==> src/rtl/uart_rx_oversampled.sv <==
// 8N1-style UART receiver driven by a 16x oversampling tick; mid-bit sampling,
// start-glitch rejection, framing check. Define UART_RX_PARITY_EN for an even-parity bit.
`timescale 1ns/1ps
module uart_rx_oversampled #(
  parameter int DBITS   = 8,
  parameter int SB_TICK = 16
) (
  input  logic             clk,
  input  logic             reset,
  input  logic             rx,
  input  logic             s_tick,
  output logic [DBITS-1:0] dout,
  output logic             rx_done_tick,
  output logic             frame_err,
  output logic             parity_err
);

  localparam int SW = (SB_TICK > 16) ? 5 : 4;
  localparam int NW = (DBITS > 1) ? $clog2(DBITS) : 1;

  localparam logic [2:0] IDLE   = 3'd0;
  localparam logic [2:0] START  = 3'd1;
  localparam logic [2:0] DATA   = 3'd2;
  localparam logic [2:0] STOP   = 3'd3;
`ifdef UART_RX_PARITY_EN
  localparam logic [2:0] PARITY = 3'd4;
  logic pbit;
`endif

  logic [2:0]       state;
  logic [SW-1:0]    s;
  logic [NW-1:0]    n;
  logic [DBITS-1:0] b;
  logic             rx_meta, rx_s, rx_d;

  // Synchroniser presets to the idle level so a reset never fakes a falling edge.
  // NOTE: sequential state uses non-blocking assignments so every flop samples pre-edge values.
  always_ff @(posedge clk) begin
    if (reset) begin
      rx_meta <= 1'b1;
      rx_s    <= 1'b1;
      rx_d    <= 1'b1;
    end else begin
      rx_meta <= rx;
      rx_s    <= rx_meta;
      rx_d    <= rx_s;
    end
  end

  always_ff @(posedge clk) begin
    if (reset) begin
      state        <= IDLE;
      s            <= '0;
      n            <= '0;
      b            <= '0;
      dout         <= '0;
      rx_done_tick <= 1'b0;
      frame_err    <= 1'b0;
`ifdef UART_RX_PARITY_EN
      pbit         <= 1'b0;
      parity_err   <= 1'b0;
`endif
    end else begin
      rx_done_tick <= 1'b0;
      case (state)
        IDLE: begin
          // Edge-triggered start: a line held low never launches a frame.
          if (rx_d && !rx_s) begin
            state <= START;
            s     <= '0;
          end
        end
        START: begin
          if (s_tick) begin
            if (s == SW'(7)) begin
              if (!rx_s) begin
                state <= DATA;
                s     <= '0;
                n     <= '0;
              end else begin
                state <= IDLE;
              end
            end else begin
              s <= s + SW'(1);
            end
          end
        end
        DATA: begin
          if (s_tick) begin
            if (s == SW'(15)) begin
              s <= '0;
              b <= {rx_s, b[DBITS-1:1]};
              if (n == NW'(DBITS - 1)) begin
`ifdef UART_RX_PARITY_EN
                state <= PARITY;
`else
                state <= STOP;
`endif
              end else begin
                n <= n + NW'(1);
              end
            end else begin
              s <= s + SW'(1);
            end
          end
        end
`ifdef UART_RX_PARITY_EN
        PARITY: begin
          if (s_tick) begin
            if (s == SW'(15)) begin
              s     <= '0;
              pbit  <= rx_s;
              state <= STOP;
            end else begin
              s <= s + SW'(1);
            end
          end
        end
`endif
        STOP: begin
          if (s_tick) begin
            if (s == SW'(SB_TICK - 1)) begin
              dout         <= b;
              frame_err    <= ~rx_s;
              rx_done_tick <= 1'b1;
`ifdef UART_RX_PARITY_EN
              parity_err   <= pbit ^ (^b);
`endif
              state        <= IDLE;
            end else begin
              s <= s + SW'(1);
            end
          end
        end
        default: state <= IDLE;
      endcase
    end
  end

`ifndef UART_RX_PARITY_EN
  assign parity_err = 1'b0;
`endif

endmodule

==> config.mk <==
export PLATFORM = sky130hd
export DESIGN_NAME = uart_rx_oversampled
export DESIGN_NICKNAME = d
export VERILOG_FILES = /design/src/rtl/uart_rx_oversampled.sv
export SDC_FILE = /design/constraint.sdc
export NUM_CORES = 1
export LEC_CHECK = 0
export ABC_AREA = 0
export CAP_MARGIN = 10
export CORE_ASPECT_RATIO = 1.25
export CORE_MARGIN = 5
export CORE_UTILIZATION = 40
export CTS_BUF_LIST = sky130_fd_sc_hd__clkbuf_4 sky130_fd_sc_hd__clkbuf_8 sky130_fd_sc_hd__clkbuf_16
export CTS_CLUSTER_SIZE = 14
export DETAILED_ROUTE_END_ITERATION = 7
export GPL_TIMING_DRIVEN = 1
export MAX_ROUTING_LAYER = met4
export PLACE_DENSITY_LB_ADDON = 0.3
export SYNTH_ARGS = -nofsm -noshare
export SYNTH_HDL_FRONTEND = slang
export SYNTH_SLANG_ARGS = --single-unit
==> constraint.sdc <==
create_clock -name clk -period 2.2 [get_ports clk]
set_clock_uncertainty 0.15 [all_clocks]
set_input_delay 0.44 -clock clk [delete_from_list [all_inputs] [get_ports clk]]
set_output_delay 0.44 -clock clk [all_outputs]
set_load 0.03 [all_outputs]
==> summary.md <==
| Metric | Value |
|---|---|
| Post-synthesis adder-cell area fraction | approximately 2.8% |
| IO Port Bufs | 13 |
| Setup TNS | 0 ns |
| Post-synth EDFFs | 0 |
| Setup WS post-layout | between 0.3 and 0.4 ns |
| Post-synthesis xor/xnor area fraction | 1.867% |
| Post-synthesis simple-gate area fraction | between 20% and 30% |
| Post-CTS sizing | 0 |
| Die ar. | ~4600 um^2 |
| Largest family of logic cells by synthesized area | simple AND/OR/NAND/NOR gates |
| Layout cells sized above 1 | 13.55% |
| Clk_lat worst skew | between 0.2 and 0.3 ns |
| RSZ-0062 raised after global routing | false |
| Wire per inst | around 12 um |
| WP data required | 1.61 ns |
| WHS Path Cells | 1 |
| Syn Area/Cell | a little under 10 um^2 |
| First-pass GRT wire length | roughly 4400 um |
| Multi-input logic area | ~660 um^2 |
| Reg clk slew, reported paths | roughly 0.060 ns |
| Overall routing resource usage | between 10% and 20% |
| Most frequent cells after synthesis | dfxtp_1 (30), mux2i_1 (21), nor2_1 (21) |
| Top cell family by delay on the critical path | buffers and inverters |
| Synth top area cells | dfxtp_1 (45%), mux2i_1 (16%), nor2_1 (5.9%) |
| Lkg Pwr | 0.6296 nW |
| Synth Instances | roughly 140 |
| ANT cells | 0 |
| Storage element area | 600.6 um^2 |
| Syn-to-layout area delta | 18.86% |
| Syn. warnings | 0 |
| Hold Crit Start | rx_meta |
| Worst Setup Start Kind | flip-flop |
| Async set-or-reset flop fraction in the synthesized netlist | 0% |
| Crit path buffers/inverters | 1 |
| Final setup fails | 0 |
| CTS Sinks | 30 |
| Synth top area share | 44.82% |
| Clock Tree Root | clkbuf_8 |
| Dpl cell area | 1498 um^2 |
| Final Max Slew Viols | 0 |
| Core region area | roughly 3200 um^2 |
| Starting density of the core | ~42% |
| Syn Std Cell Area | 1340 um^2 |
| Cts hold-fix bufs | 0 |
| Die H | between 70 and 80 um |
| Design area | 1593 um^2 |
| Gr ovfl total | 0 |
| Final #Nets | 161 |
| Hpwl dp | between 1500 and 2000 um |
| I/O pins | 15 |
| CP arrival | roughly 1.3 ns |
| Via density | 5.135 |
| Die X | between 60 and 70 um |
| Fin. Hold Viols | 0 |
| Worst Max-Slew Pin Slew | between 0.5 and 0.6 ns |
| Cell with the most instances after synthesis | dfxtp_1 |
| R2R Setup Slk | 0.41 ns |
| Final WL | about 2400 um |
| # H-tree levels | 2 |
| TritonCTS clock tree | yes |
| Max VDD drop | approximately 0.46 mV |
| Max FO, Critical Path | 2 |
| Seq/Total Area, Yosys | 44.82% |
| Initial antenna violation count | 0 |
| Drt first pass iters | 4 |
| CP endpoint kind | output port |
| Syn_nets | approximately 140 |
| # DRC | 0 |
| Worst reg2reg path startpoint | s[0] |
| Period utilization | around 85% |
| Seq cells post-synth | 30 |
| Max Cap Violations | 0 |
| Critical path type | flip-flop to output port |
| PD cells | 664.0 nW/um^2 |
| Worst slack, placed | around 0.19 ns |
| Post-synthesis compound-gate area fraction | under 10% |
| Mux contribution to synthesized area | 15.69% |
| Overall Power | between 0.001 and 0.0015 W |
| Cell Chain, Critical Path | clkdlybuf4s50_1 |
| Worst relative slew slack | 64.01% |
| Tmin final | between 1.5 and 2 ns |
| Fmax | around 0.53 GHz |
| RePlAce Congestion | slightly above 0.8 |
| Hold path endpoint | rx_s |
| Longest Clk Path Bufs | 2 |
| Num rows | 23 |
| Worst Hold Class | flip-flop to flip-flop |
| Vias in the first global route | slightly below 1000 |
| Status | completed |
| Largest net degree at the start of global routing | 19 |
| Post-route ant nets | 0 |
| Post-CTS setup buffers | 0 |
| Worst path slowest cell | clkdlybuf4s50_1 |
| CP peak stage delay | ~0.68 ns |
| Synth unique cells | 36 |
| 1st-iter DRT viols | 19 |
| Top_reg_cell synth | dfxtp_1 |
| CTS Buf Count | 5 |
| Cell taking the most area after synthesis | dfxtp_1 |
| Worst R2R Path Depth | 6 |
| R2R Path End | dout[7] |
| Routed via count | around 990 |
| # fillers | approximately 350 |
layout by cell type (no fill, tap or decap), types with 2 or more instances in the layout:
cell,n
nand4_1,3
mux2i_1,21
inv_1,4
nor3b_2,2
o211ai_1,2
nand3_1,2
clkbuf_8,6
nor3_1,2
nor2_1,21
buf_4,6
clkdlybuf4s50_1,13
or2_1,4
nand2_1,10
a21oi_1,4
ha_1,3
dfxtp_1,30
power by group:
group | switching, W | internal (W) | leakage [nW] | total (W)
Clock | 0.000191 | 0.000264 | 0.0517 | 0.000455
Sequential | 0.00000793 | 0.000548 | 0.242 | 0.000556
Combinational | 0.0000271 | 0.0000199 | 0.336 | 0.0000470
Total | 0.000226 | 0.000832 | 0.630 | 0.00106
state kept, by name (all words and copies together) (netlist names):
name and flops:
s 4, rx_d 1, rx_s 1, frame_err 1, state 2, rx_meta 1, n 3, b 8
rx_done_tick 1, dout 8
area by class of cell:
cell class | count | area share, %
Clock inverter | 1 | 0.3142
Tap cell | 37 | 2.907
Clock buffer | 7 | 5.656
Multi-Input combinational cell | 94 | 41.48
Inverter | 4 | 0.9427
Timing Repair Buffer | 19 | 11.00
Sequential cell | 30 | 37.71
worst max path at each step:
stage,slack [ns],endpoint,depth (start not counted),from
4_1_cts,0.29,dout[1],1,dout[1]
2_1_floorplan,0.62,n[0],6,n[0]
3_3_place_gp,0.24,dout[7],5,s_tick
3_5_place_dp,0.19,dout[6],5,s_tick
6_report,0.32,dout[1],1,dout[1]
5_1_grt,0.27,dout[3],6,s[0]
per-layer routing:
metal  global-route usage (%)  share of wire (%)
met1                    14.09                 41
met2                    21.30                 52
met3                    4.631                5.0
met4                    6.132                2.0
met5                        -                  0
metrics by stage:
step	hold slack (ns)	util [%]	cells
global placement	0.2361	46.47	184
finish	0.2555	49.42	192
detailed placement	0.2418	46.47	184
CTS	0.2567	49.42	192
global route	0.2789	49.42	192
floorplan	0.2332	-	137
logic make-up after synthesis:
| kind of cell | after synthesis |
|---|---|
| simple gates | 53 |
| flops | 30 |
| mux | 21 |
| compound gates | 14 |
| buf+inv | 13 |
| fa+ha+maj | 3 |
| xor+xnor | 2 |
| other cells | 1 |
(Power assumes the default switching activity.)
